**src/rtl/gb_sound_pkg.sv**
```systemverilog
// Shared definitions for the sound channels: volume codes, length limit,
// wave channel state encoding and the frequency-code to period conversion.
package gb_sound_pkg;

    localparam logic [1:0] VOL_MUTE    = 2'd0;
    localparam logic [1:0] VOL_FULL    = 2'd1;
    localparam logic [1:0] VOL_HALF    = 2'd2;
    localparam logic [1:0] VOL_QUARTER = 2'd3;

    localparam int LEN_MAX  = 256;
    localparam int PERIOD_W = 13;

    typedef enum logic {
        IDLE = 1'b0,
        PLAY = 1'b1
    } wave_state_e;

    // (2048 - f) * 2 written as 4096 - 2f so it fits 13 bits for every code.
    function automatic logic [PERIOD_W-1:0] freq_to_period(input logic [10:0] f);
        return 13'd4096 - {1'b0, f, 1'b0};
    endfunction

    function automatic logic [3:0] vol_shift(input logic [3:0] s, input logic [1:0] v);
        logic [3:0] r;
        case (v)
            VOL_MUTE:    r = 4'd0;
            VOL_FULL:    r = s;
            VOL_HALF:    r = s >> 1;
            VOL_QUARTER: r = s >> 2;
            default:     r = 4'd0;
        endcase
        return r;
    endfunction

endpackage

```
**src/rtl/wave_channel_if.sv**
```systemverilog
// Register/stimulus bundle between the register file and the wave channel,
// plus the channel's sample and status back to the mixer side.
interface wave_channel_if #(
    parameter int TABLE_DEPTH = 32,
    parameter int LEN_BITS    = 8
);
    logic                     clk256;
    logic                     dacEnable;
    logic [LEN_BITS-1:0]      lenLoad;
    logic [1:0]               vol;
    logic [10:0]              freq;
    logic                     trigger;
    logic                     lenEnable;
    logic [4*TABLE_DEPTH-1:0] waveTable;
    logic [3:0]               out;
    logic                     active;

    modport master (
        output clk256, dacEnable, lenLoad, vol, freq, trigger, lenEnable, waveTable,
        input  out, active
    );

    modport slave (
        input  clk256, dacEnable, lenLoad, vol, freq, trigger, lenEnable, waveTable,
        output out, active
    );
endinterface

```
**src/rtl/wave_channel_freq_timer.sv**
```systemverilog
// Loadable down-counter that paces wave table steps; pulses expire for one
// cycle when the count reaches 1 and reloads itself on that same cycle.
module wave_freq_timer
    import gb_sound_pkg::*;
#(
    parameter int W = PERIOD_W
) (
    input  logic         clk,
    input  logic         rst_n,
    input  logic         en,
    input  logic         load,
    input  logic [W-1:0] reload,
    output logic         expire
);
    localparam logic [W-1:0] ONE  = W'(1);
    localparam logic [W-1:0] ZERO = W'(0);

    logic [W-1:0] cnt_q;
    logic [W-1:0] cnt_d;

    // Next count: a load strobe overrides counting and suppresses expiry.
    always_comb begin
        cnt_d  = cnt_q;
        expire = 1'b0;
        if (load) begin
            cnt_d = reload;
        end else if (en) begin
            if (cnt_q == ONE) begin
                expire = 1'b1;
                cnt_d  = reload;
            end else if (cnt_q != ZERO) begin
                cnt_d = cnt_q - ONE;
            end else begin
                cnt_d = cnt_q;
            end
        end else begin
            cnt_d = cnt_q;
        end
    end

    // Count register.
    always_ff @(posedge clk or negedge rst_n) begin
        if (!rst_n) begin
            cnt_q <= ZERO;
        end else begin
            cnt_q <= cnt_d;
        end
    end
endmodule

```
**src/rtl/wave_channel.sv**
```systemverilog
// Game Boy channel 3: steps through a 32 x 4-bit wave table at a programmable
// pitch, with volume shift, length timer and DAC power gating.
module wave_channel
    import gb_sound_pkg::*;
#(
    parameter int TABLE_DEPTH = 32,
    parameter int LEN_BITS    = 8
) (
    input  logic           clk,
    input  logic           rst_n,
    wave_channel_if.slave  bus
);
    localparam int POS_W = $clog2(TABLE_DEPTH);
    localparam int LEN_W = LEN_BITS + 1;
    localparam logic [LEN_W-1:0] LEN_FULL = LEN_W'(1) << LEN_BITS;
    localparam logic [LEN_W-1:0] LEN_ZERO = LEN_W'(0);
    localparam logic [LEN_W-1:0] LEN_ONE  = LEN_W'(1);

    wave_state_e        state_q,  state_d;
    logic [POS_W-1:0]   pos_q,    pos_d;
    logic [3:0]         sample_q, sample_d;
    logic [LEN_W-1:0]   len_q,    len_d;
    logic [3:0]         out_q,    out_d;
    logic               trig_q,   clk256_q, primed_q;

    logic               trig_rise_s;
    logic               tick_s;
    logic [POS_W-1:0]   pos_next_s;
    logic [3:0]         first_sample_s;
    logic [3:0]         next_sample_s;
    logic [LEN_W-1:0]   len_load_s;
    logic               timer_load_s;
    logic               timer_expire_s;

    // Edges only count once the detect flops have seen a real level after reset,
    // so a trigger held high across reset release is not a restart.
    assign trig_rise_s    = primed_q & bus.trigger & ~trig_q;
    assign tick_s         = primed_q & bus.clk256 & ~clk256_q;
    assign pos_next_s     = pos_q + POS_W'(1);
    assign first_sample_s = bus.waveTable[3:0];
    assign next_sample_s  = bus.waveTable[{pos_next_s, 2'b00} +: 4];
    assign len_load_s     = LEN_FULL - {1'b0, bus.lenLoad};

    wave_freq_timer #(.W(PERIOD_W)) u_timer (
        .clk    (clk),
        .rst_n  (rst_n),
        .en     (state_q == PLAY),
        .load   (timer_load_s),
        .reload (freq_to_period(bus.freq)),
        .expire (timer_expire_s)
    );

    // Channel FSM, table position, length counter and output staging.
    always_comb begin
        state_d      = state_q;
        pos_d        = pos_q;
        sample_d     = sample_q;
        len_d        = len_q;
        timer_load_s = 1'b0;

        if (tick_s && bus.lenEnable && (len_q != LEN_ZERO)) begin
            len_d = len_q - LEN_ONE;
        end else begin
            len_d = len_q;
        end

        case (state_q)
            IDLE: begin
                if (trig_rise_s && bus.dacEnable) begin
                    state_d      = PLAY;
                    pos_d        = {POS_W{1'b0}};
                    sample_d     = first_sample_s;
                    len_d        = len_load_s;
                    timer_load_s = 1'b1;
                end else begin
                    state_d = IDLE;
                end
            end
            PLAY: begin
                if (!bus.dacEnable) begin
                    state_d = IDLE;
                end else if (trig_rise_s) begin
                    state_d      = PLAY;
                    pos_d        = {POS_W{1'b0}};
                    sample_d     = first_sample_s;
                    len_d        = len_load_s;
                    timer_load_s = 1'b1;
                end else begin
                    if (timer_expire_s) begin
                        pos_d    = pos_next_s;
                        sample_d = next_sample_s;
                    end else begin
                        pos_d    = pos_q;
                        sample_d = sample_q;
                    end
                    if (bus.lenEnable && (len_d == LEN_ZERO)) begin
                        state_d = IDLE;
                    end else begin
                        state_d = PLAY;
                    end
                end
            end
            default: state_d = IDLE;
        endcase

        // Output trails the sample register by a cycle and is silenced on the
        // cycle the channel starts or stops.
        if ((state_q == PLAY) && (state_d == PLAY)) begin
            out_d = vol_shift(sample_q, bus.vol);
        end else begin
            out_d = 4'd0;
        end
    end

    // Channel state and output registers.
    always_ff @(posedge clk or negedge rst_n) begin
        if (!rst_n) begin
            state_q  <= IDLE;
            pos_q    <= {POS_W{1'b0}};
            sample_q <= 4'd0;
            len_q    <= LEN_ZERO;
            out_q    <= 4'd0;
            trig_q   <= 1'b0;
            clk256_q <= 1'b0;
            primed_q <= 1'b0;
        end else begin
            state_q  <= state_d;
            pos_q    <= pos_d;
            sample_q <= sample_d;
            len_q    <= len_d;
            out_q    <= out_d;
            trig_q   <= bus.trigger;
            clk256_q <= bus.clk256;
            primed_q <= 1'b1;
        end
    end

    assign bus.out    = out_q;
    assign bus.active = (state_q == PLAY);
endmodule

```
**src/flat_wrapper.sv**
```systemverilog
// flat-port wrapper written by rule: the top's interface ports become plain ports
module wave_channel_flat import gb_sound_pkg::*;
#(
    parameter int TABLE_DEPTH = 32,
    parameter int LEN_BITS    = 8
)
  (clk, rst_n, bus_clk256, bus_dacEnable, bus_lenLoad, bus_vol, bus_freq, bus_trigger, bus_lenEnable, bus_waveTable, bus_out, bus_active);
  wave_channel_if #(.TABLE_DEPTH(TABLE_DEPTH), .LEN_BITS(LEN_BITS)) bus_i ();
  input  logic clk;
  input  logic rst_n;
  input wire logic [$bits(bus_i.clk256)-1:0] bus_clk256;
  input wire logic [$bits(bus_i.dacEnable)-1:0] bus_dacEnable;
  input wire logic [$bits(bus_i.lenLoad)-1:0] bus_lenLoad;
  input wire logic [$bits(bus_i.vol)-1:0] bus_vol;
  input wire logic [$bits(bus_i.freq)-1:0] bus_freq;
  input wire logic [$bits(bus_i.trigger)-1:0] bus_trigger;
  input wire logic [$bits(bus_i.lenEnable)-1:0] bus_lenEnable;
  input wire logic [$bits(bus_i.waveTable)-1:0] bus_waveTable;
  output wire logic [$bits(bus_i.out)-1:0] bus_out;
  output wire logic [$bits(bus_i.active)-1:0] bus_active;
  assign bus_i.clk256 = bus_clk256;
  assign bus_i.dacEnable = bus_dacEnable;
  assign bus_i.lenLoad = bus_lenLoad;
  assign bus_i.vol = bus_vol;
  assign bus_i.freq = bus_freq;
  assign bus_i.trigger = bus_trigger;
  assign bus_i.lenEnable = bus_lenEnable;
  assign bus_i.waveTable = bus_waveTable;
  assign bus_out = bus_i.out;
  assign bus_active = bus_i.active;
  wave_channel #(.TABLE_DEPTH(TABLE_DEPTH), .LEN_BITS(LEN_BITS)) u_core (.clk(clk), .rst_n(rst_n), .bus(bus_i));
endmodule
```
**config.mk**
```make
export PLATFORM = sky130hd
export DESIGN_NAME = wave_channel_flat
export DESIGN_NICKNAME = d
export VERILOG_FILES = /design/src/rtl/gb_sound_pkg.sv /design/src/rtl/wave_channel_if.sv /design/src/rtl/wave_channel_freq_timer.sv /design/src/rtl/wave_channel.sv /design/src/flat_wrapper.sv
export SDC_FILE = /design/constraint.sdc
export NUM_CORES = 1
export LEC_CHECK = 0
export CAP_MARGIN = 20
export CORE_UTILIZATION = 40
export DETAILED_ROUTE_END_ITERATION = 8
export PLACE_DENSITY_LB_ADDON = 0.08
export SLEW_MARGIN = 30
export SYNTH_ARGS = -nofsm -noshare
export SYNTH_HDL_FRONTEND = slang
export SYNTH_SLANG_ARGS = --single-unit
```
**constraint.sdc**
```tcl
create_clock -name clk -period 2.1 [get_ports clk]
set_input_delay 0.42 -clock clk [delete_from_list [all_inputs] [get_ports clk]]
set_output_delay 0.42 -clock clk [all_outputs]
set_load 0.1 [all_outputs]
```
**After elaboration in Yosys (flattened, before gate mapping)**

Cells that the tools add are included.

- Shifts and indexed selects: 1
- Add/sub/neg operators: 5
- Bitwise gates (word level): 7
- Reduce and logical (&&, ||, !) cells: 13
- Equality and inequality tests: 7
- Mux-type cells: 32

Operators by type and width:

| operator | count |
|---|---|
| $shiftx A128 B8 Y4 | 1 |
| $mux W13 | 4 |
| $mux W9 | 4 |
| $mux W4 | 5 |
| $mux W5 | 4 |
| $pmux W9 S2 | 1 |
| $pmux W4 S4 | 1 |
| $eq A13 B1 Y1 const B | 1 |
| $reduce_bool A13 Y1 | 1 |
| $sub A13 B1 Y13 const B | 1 |
| $sub A13 B12 Y13 const A | 1 |
| $pmux W5 S2 | 1 |
| $logic_not A9 Y1 | 1 |
| $mux W1 | 9 |
| $reduce_bool A9 Y1 | 1 |
| $sub A9 B1 Y9 const B | 1 |
| $sub A9 B8 Y9 const A | 1 |
| $pmux W4 S2 | 1 |
| $add A5 B1 Y5 const B | 1 |
| $logic_and A1 B1 Y1 | 5 |
| $and A1 B1 Y1 | 4 |
| $eq A2 B2 Y1 const B | 2 |
| $pmux W1 S2 | 2 |
| $ne A3 B3 Y1 const B | 1 |
| 9 further kinds | 11 |

- Input port bits: 155
- Output and inout port bits: 5
- Logic and storage cells: 74
- Register bits: 39

**Depth between registers and ports, before layout**

Gate-level depths: netlist of the first run.

- Word-level depth: 13
- Mapped depth: 9

**Hierarchy**

A second synthesis of the first run with hierarchy kept.

- Cells, all modules: 407
- Area, all modules: 3,906.2 sq um

By module, submodules not included:

| module | cells an instance | area an instance (sq um) | times used |
|---|---|---|---|
| wave_channel | 283 | 2,862.7 | 1 |
| wave_freq_timer | 124 | 1,043.5 | 1 |

**Least setup slack after synthesis of the first run**

OpenSTA, ideal clock, no wires.

- Path type: flip-flop to flip-flop
- From: register u_core.state_q, in the netlist u_core.bus.active
- To: register u_core.sample_q[0]
- Setup time: 0.080 ns
- Slack: -0.151 ns
- Buffers on the path: 1
- Arrival time: 2.171 ns
- Cell stages (with the launch flop): 7
- Cell sequence: dfrtp_1 -> and2_0 -> clkbuf_1 -> nand2_1 -> o21ai_2 -> nand3_1 -> o21ai_1

- Word-level cells in the longest chain between the ends: 5
- Elaborated cells between the ends (all ways): 9
- Classes of those cells: 3 x eq/ne; 4 x mux; 1 x bitwise; 1 x reduce/logical

RTL lines:

| element | RTL line | text |
|---|---|---|
| from (decl) | wave_channel.sv:19 | `wave_state_e state_q, state_d;` |
| from (signal assigned) | wave_channel.sv:127 | `state_q <= state_d;` |
| $not A1 Y1 | -- |  |
| $pmux W1 S2 | wave_channel.sv:67 | `case (state_q)` |
| $mux W1 | wave_channel_freq_timer.sv:25 | `if (load) begin` |
| $ne A3 B3 Y1 (no source line) | -- |  |
| $reduce_and A3 Y1 (no source line) | -- |  |
| to (signal assigned) | wave_channel.sv:129 | `sample_q <= sample_d;` |
| to (decl) | wave_channel.sv:21 | `logic [3:0] sample_q, sample_d;` |

Parallel ways exist; a longest one is shown, timed or not.
A chain may end at the register's enable or synchronous reset.

**Final worst setup path of the first run**

- From: register u_core.pos_q[1]
- To: register u_core.sample_q[3]

- Word-level cells in the longest chain between the ends: 6

RTL lines:

| element | RTL line | text |
|---|---|---|
| from (decl) | wave_channel.sv:20 | `logic [POS_W-1:0] pos_q, pos_d;` |
| from (signal assigned) | wave_channel.sv:119 | `pos_q <= {POS_W{1'b0}};` |
| from (signal assigned) | wave_channel.sv:128 | `pos_q <= pos_d;` |
| $add A5 B1 Y5 | wave_channel.sv:39 | `assign pos_next_s = pos_q + POS_W'(1);` |
| $shiftx A128 B8 Y4 | wave_channel.sv:41 | `assign next_sample_s = bus.waveTable[{pos_next_s, 2'b00} +: 4];` |
| $mux W4 | wave_channel.sv:89 | `if (timer_expire_s) begin` |
| $mux W4 | wave_channel.sv:82 | `end else if (trig_rise_s) begin` |
| $mux W4 | wave_channel.sv:80 | `if (!bus.dacEnable) begin` |
| $pmux W4 S2 | wave_channel.sv:67 |  |

No other way between the ends. The select of a mux whose other input is x is not followed.

==> metrics.txt, run 1 <==
# DRC 0; Adder-Cell Fraction of Synth Area under 10%; R2R cell count 8; fin crit period 2.13 ns; n_diodes 0; core area about 10000 µm²; final clock skew between 0.004 and 0.005 ns; Die W 102 µm; routability cong. 0.889; share of the synthesized area in the top cell type between 20% and 30%; area post-placement ~6000 µm²; largest family of logic cells by synthesized area multiplexers; f_max between 400 and 500 MHz; vias in the first global route ~4300; P per Cell Area between 600 and 700 nW/µm²; # fillers ~780; Arr. time, crit path around 2.3 ns; Final Hold Fails 0; post-synth top area cell dfrtp_1; Synth Flop Type dfrtp_1; Worst R2R End u_core.sample_q[3]; main area contributors after synthesis dfrtp_1 (25%), mux4_2 (14%), mux2i_1 (13%); failing checks negative setup slack; I/O Buffers roughly 160; Yosys cell types 70; mapped cell area roughly 4000 µm²; Hold WC Path Type primary input to async pin; pins over their slew limit 0; vias around 4200; max cap viols 0; IO Pins 160; Layout Utilization 68.8%; clock sink count 39; Die H ~100 µm; total gr overflow 0; CP endpoint kind flop; CTS root buffer clkbuf_8; EDFF count, synth 0; vias per cell 5.50; Synth Register Bits 39; Crit Path Class flop to flop; DRT Pass-1 Iters 5; final WL roughly 13000 µm; endpoints failing setup 7; post-synthesis mux area share around 28%; GRT Total Usage between 20% and 30%; post-synthesis compound-gate area fraction between 10% and 20%; async set or reset register ratio after synthesis 100%; routed len/inst around 17 µm; Starting Density a little over 40%; Final ANT Viol Nets 0; largest net degree at the start of global routing 24; Post-Synth Simple-Gate Area slightly below 20%; floorplan row count 36; post-synthesis cell count 413; Post-Syn Area per Cell 9.64 µm²; Synth Net Count 575; Post-Synth XOR/XNOR Area 4.87%; crit path from u_core.pos_q[1]; sequential share of the synthesized area ~25%; static leakage roughly 2.6 nW; DP HPWL about 10000 µm; first-pass GRT wire length between 15000 and 20000 µm; DR iter-0 viols approximately 160; final instance area roughly 6700 µm²; maximum VDD drop about 0.3 mV; area delta synth->final 68.2%; Startpoint Class flop; CTS H-tree depth 2; final worst-path cycle share 101%; Syn. warnings 0; die footprint between 10000 and 15000 µm²; initial antenna violation count 0; Max Fanout on Critical Path 4; WP data required approximately 2.3 ns; clock slew at reported path FFs roughly 0.09 ns; Clock Latency Late Sink about 0.3 ns; share of cells above drive strength 1 26.1%; FF-to-FF setup slack -0.03 ns; CTS Buf Count 5; worst setup margin -0.0282 ns; RSZ-0062 raised after global routing yes; outcome finished, violations left; layout net count 800; CTS tree built; buffer depth of the longest clock path 2; R2R Path Start u_core.pos_q[1]
-- sequential cells by signal (all words and copies together), names as in the netlist, 4 cells and up --
register	flops
u_core.u_timer.cnt_q	13
u_core.len_q	9
u_core.pos_q	5
u_core.bus.out	4
u_core.sample_q	4
-- how the worst max path moves through the flow --
stage / depth (start not counted) / endpoint / slack, ns
final: 8 / u_core.sample_q[3] / -0.03
after global routing: 7 / u_core.bus.out[1] / -0.16
after CTS: 8 / u_core.sample_q[1] / -0.02
after detailed placement: 6 / u_core.bus.out[1] / -0.32
after global placement: 6 / u_core.bus.active / -0.22
after floorplan: 8 / u_core.sample_q[1] / 0.002
-- layer usage --
layer	vias up	share of wire, %	track usage (%)
li1	2040	-	-
met1	2042	41	29.2
met2	146	52	45.8
met3	17	5.1	4.55
met4	0	2.0	7.47
met5	-	0	0
-- cell type report --
cell class	instances	area, µm²	share of cell area (%)
Tap cell	133	166	2.49
Sequential cell	39	978	14.6
Timing Repair Buffer	238	2340	34.9
Inverter	17	63.8	0.953
Multi-Input combinational cell	337	3010	44.9
Clock inverter	3	71.3	1.07
Clock buffer	5	68.8	1.03
-- through the flow --
step | hold WS, ns | worst slack, ns | cells | power (W) | TNS [ns]
2_1_floorplan | 0.124 | 0.00179 | 413 | 0.00237 | 0
3_3_place_gp | 0.390 | -0.224 | 740 | 0.00316 | -1.72
3_5_place_dp | 0.396 | -0.317 | 740 | 0.00321 | -2.53
4_1_cts | 0.0606 | -0.0150 | 752 | 0.00414 | -0.0336
5_1_grt | 0.0796 | -0.159 | 772 | 0.00459 | -1.16
6_report | 0.0610 | -0.0282 | 772 | 0.00432 | -0.0980
-- repair_timing --
| item | 4_1_cts | 5_1_grt |
|---|---|---|
| pin swaps | 3 | 9 |
| setup buffers | 3 | 18 |
| gates cloned | 1 | 2 |
| hold buffers | 0 | 0 |
| resized for setup | 24 | 32 |
| endpoints found under the setup margin | 13 | 23 |
-- kinds of logic after synthesis --
| family | count (synthesis) |
|---|---|
| and+or+nand+nor | 129 |
| AOI/OAI and AO/OA | 101 |
| muxes | 79 |
| DFF | 39 |
| buffers and inverters | 37 |
| xor gates and xnor gates | 20 |
| adders and majority gates | 7 |
| other | 1 |
-- synth_stat cells, types with 3 or more instances --
master and number:
mux2i_1 50, dfrtp_1 39, nand2_1 33, a21oi_1 27, mux4_2 24, nor2_1 19, inv_1 17, o21ai_0 15
buf_2 12, xor2_1 12, nand3_1 11, nor3_1 11, a22oi_1 9, nor4_1 8, o2bb2ai_1 8, ha_1 7
o21ai_1 7, xnor2_1 7, and2_1 6, clkbuf_1 6, o22ai_1 6, nand2b_1 5, a31oi_1 4, nand3b_1 4
nor2b_1 4, and3_1 3, mux2_2 3, or3_1 3
-- worst max-delay path, stage by stage, from the launching register on --
cell	delay, ns
dfrtp_1	0.43
ha_4	0.34
buf_6	0.14
mux2i_1	0.20
mux4_2	0.31
a21oi_2	0.05
o41ai_2	0.32
buf_4	0.16
a31oi_1	0.06
-- power by group --
group          leakage (nW)  switching [W]  internal, W
Clock                0.0703       0.000310     0.000483
Sequential            0.479       0.000274     0.000965
Combinational          2.02        0.00102      0.00126
-- cells in the final DEF, fill, tap and decap left out, types with 6 or more instances in the layout --
master and count:
o21ai_1 6, nor3_1 10, o2bb2ai_1 8, nor2_1 18
o22ai_1 6, mux4_2 24, mux2i_1 44, xor2_1 12
clkdlybuf4s50_1 153, buf_12 6, a21oi_1 23, a22oi_1 9
buf_4 68, nand2_1 33, nand3_1 11, o21ai_0 14
inv_1 15, xnor2_1 7, dfrtp_1 37
Note: power is estimated with default switching activity, not from simulation.
==> run 2, diff against run 1 <==
ABC_AREA = 1   (was default)
==> metrics.txt, run 2 <==
DR iter-0 viols 218 (was 156); initial antenna violation count 0 (unchanged); Synth Flop Type dfrtp_1 (unchanged); Final Hold Fails 0 (unchanged); core area 9330 µm² (was 9730 µm²); DRT Pass-1 Iters 5 (unchanged); total power 0.00317 W (was 0.00432 W); wl on met1 5680 µm (was 5410 µm); Largest regs u_core.u_timer.cnt_q (13), u_core.len_q (9), u_core.pos_q (5) (unchanged); main area contributors after synthesis dfrtp_1 (25%), nor2_1 (14%), nand2_1 (11%) (was dfrtp_1 (25%), mux4_2 (14%), mux2i_1 (13%)); pins over their slew limit 0 (unchanged); CTS tree built (unchanged); CP bufs+invs 4 (was 2); CP most frequent cell nor2_1; routability cong. 0.886 (was 0.889); async set or reset register ratio after synthesis 100% (unchanged); Max Fanout on Critical Path 6 (was 4); buffer depth of the longest clock path 2 (unchanged); Clock Latency Late Sink 0.29 ns (was 0.30 ns); hold_ws 0.132 ns (was 0.0610 ns); Yosys cell types 40 (was 70); clock sink count 39 (unchanged); CP endpoint kind flop (unchanged); slowest CP cell clkdlybuf4s50_1 (was dfrtp_1); Crit Path Class primary input to flop (was flop to flop); n_diodes 0 (unchanged); maximum VDD drop 0.278 mV (was 0.307 mV); top-count cell post-synth nor2_1 (was mux2i_1); I/O Buffers 159 (unchanged); Slew HR about three fifths; RSZ-0062 raised after global routing no (was yes); post-synthesis cell count 629 (was 413); DP HPWL 10000 µm (was 10400 µm); routed len/inst 13.9 µm (was 17.1 µm); vias in the first global route 4503 (was 4253); share of the synthesized area in the top cell type 25.1% (was 24.5%); worst setup margin 0.187 ns (was -0.0282 ns); Starting Density 41.7% (was 40.9%); die footprint 10100 µm² (was 10400 µm²); mapped cell area 3890 µm² (was 3980 µm²); static leakage 2.67 nW (was 2.57 nW); # fillers 881 (was 783); area of the multi-input gates 2570 µm² (was 3010 µm²); EDFF count, synth 0 (unchanged); sequential share of the synthesized area 25.1% (was 24.5%); final non-filler cell total 943 (was 772); CP top delay family simple AND/OR/NAND/NOR gates (was multiplexers); WP data required 2.33 ns (was 2.28 ns); vias 4830 (was 4245); Startpoint Class primary input (was flop); share of cells above drive strength 1 11.2% (was 26.1%); f_max 523 MHz (was 470 MHz); CP Cell Sequence clkdlybuf4s50_1 -> nand2_1 -> nor2_1 -> buf_4 -> nor2_1 -> inv_1 -> nor2_1 -> nand2_1 -> nand3_1 -> o21ai_1 -> inv_1 (was ha_4 -> buf_6 -> mux2i_1 -> mux4_2 -> a21oi_2 -> o41ai_2 -> buf_4 -> a31oi_1); max reg flops 13 (unchanged); Post-Syn Area per Cell 6.19 µm² (was 9.64 µm²); max incr delay on CP 0.43 ns (about the same); first-pass GRT wire length 20600 µm (was 19900 µm); max cap viols 0 (unchanged); top cells by count, synth nor2_1 (140), nand2_1 (111), o21ai_0 (80) (was mux2i_1 (50), dfrtp_1 (39), nand2_1 (33)); Max Used Layer met4 (unchanged); Die H 101 µm (was 102 µm); CTS H-tree depth 2 (unchanged); accumulated negative setup slack 0 ns (was -0.0980 ns); endpoints failing setup 0 (was 7); largest net degree at the start of global routing 69 (was 24); Synth Register Bits 39 (unchanged); post-synth top area cell dfrtp_1 (unchanged); worst-margin pin slew ~0.60 ns; layout net count 975 (was 800); Arr. time, crit path 2.14 ns (was 2.31 ns); GRT Total Usage 25.3% (was 24.9%); outcome completed (was finished, violations left); commonest non-fill, non-tap cells in the layout clkdlybuf4s50_1 (153), nor2_1 (139), nand2_1 (111), o21ai_0 (80), inv_1 (50) (was clkdlybuf4s50_1 (153), buf_4 (68), mux2i_1 (44), dfrtp_1 (37), nand2_1 (33)); pre-CTS setup slack -0.118 ns (was -0.317 ns); area delta synth->final 54.6% (was 68.2%); IO Pins 160 (unchanged); met3 wire len 721 µm (was 667 µm); P per Cell Area 526 nW/µm² (was 644 nW/µm²); most common cell after layout, fill and taps aside clkdlybuf4s50_1 (unchanged); placed insts 931 (was 740); Hold WC Path Type primary input to async pin (unchanged); total gr overflow 0 (unchanged); Final ANT Viol Nets 0 (unchanged); final clock skew 0.00980 ns (was 0.00411 ns); clock slew at reported path FFs 0.08 ns (was 0.09 ns); Syn. warnings 0 (unchanged); # DRC 0 (unchanged); DR WL met2 6390 µm (was 6830 µm); CTS root buffer clkbuf_8 (unchanged); vias per cell 5.12 (was 5.50); Die W 101 µm (was 102 µm); CTS Hold Buffers Added 0 (unchanged); final worst-path cycle share 91.1% (was 101%); largest register by flop count u_core.u_timer.cnt_q (unchanged); CTS Buf Count 5 (unchanged); fin crit period 1.91 ns (was 2.13 ns); Sequential Area 977 µm² (was 978 µm²); Synth Net Count 791 (was 575); final WL 13100 µm (was 13200 µm); floorplan row count 35 (was 36)
run 2: changes by cell type after synthesis, sizes merged, moves of 9 or more:
cell / previous run / this run
a22oi: 9 / 0
nor2: 19 / 142
mux4: 24 / 0
mux2i: 51 / 0
nand2: 33 / 115
nand3: 11 / 41
o21ai: 24 / 97
inv: 17 / 58
o211ai: 0 / 35
run 2: metal layers:
| metal | track usage, % | up-vias |
|---|---|---|
| li1 | - | 2478 |
| met1 | 31.6 | 2200 |
| met2 | 44.7 | 130 |
| met3 | 3.74 | 22 |
| met4 | 8.58 | 0 |
| met5 | 0 | - |
run 2: per-stage QoR:
step / instance area, µm² / util [%]
final: 6020 / 64.5
after global routing: 6020 / 64.5
after CTS: 5930 / 63.5
after detailed placement: 5830 / 62.5
after global placement: 5830 / 62.5
after floorplan: 3890 / -
run 2: final timing paths:
kind	startpoint	to	slack, ns	depth (start not counted)
max in group asynchronous	rst_n	u_core.pos_q[0]	1.33	2
hold / removal	rst_n	u_core.len_q[2]	0.13	1
setup reg to reg	u_core.len_q[1]	u_core.bus.out[0]	0.20	14
min in group clk	u_core.pos_q[4]	u_core.pos_q[4]	0.51	2
setup / recovery	bus_trigger	u_core.sample_q[0]	0.19	11
hold reg to reg	u_core.pos_q[4]	u_core.pos_q[4]	0.51	2
run 2: cell families (layout without fill, tap and decap cells):
logic type	after synthesis	count (layout)	share of synthesized area, %
flip-flops	39	39	25.1
AO/OA/AOI/OAI	165	165	25.4
AND/OR/NAND/NOR	317	317	33.7
adder cells (fa/ha/maj)	7	7	2.25
other	1	1	0.0963
XOR/XNOR	15	15	4.05
buffers and inverters	85	270	9.45
run 2: final cells by class:
class                           count  share of cell area, %
Tap cell                          129                   2.68
Clock buffer                        6                   1.37
Clock inverter                      2                  0.270
Timing Repair Buffer              204                   33.0
Multi-Input combinational cell    505                   42.8
Inverter                           58                   3.66
Sequential cell                    39                   16.2
run 2: repair_timing:
item / in CTS / in global routing
setup endpoints to repair: 0 / 6
buffers inserted: 0 / 2
gates resized for setup: 0 / 4
run 2: where the power goes:
part	switching, W	leakage (nW)	internal, W
Clock	0.000272	0.0474	0.000268
Combinational	0.000761	2.13	0.000739
Sequential	0.000188	0.491	0.000938
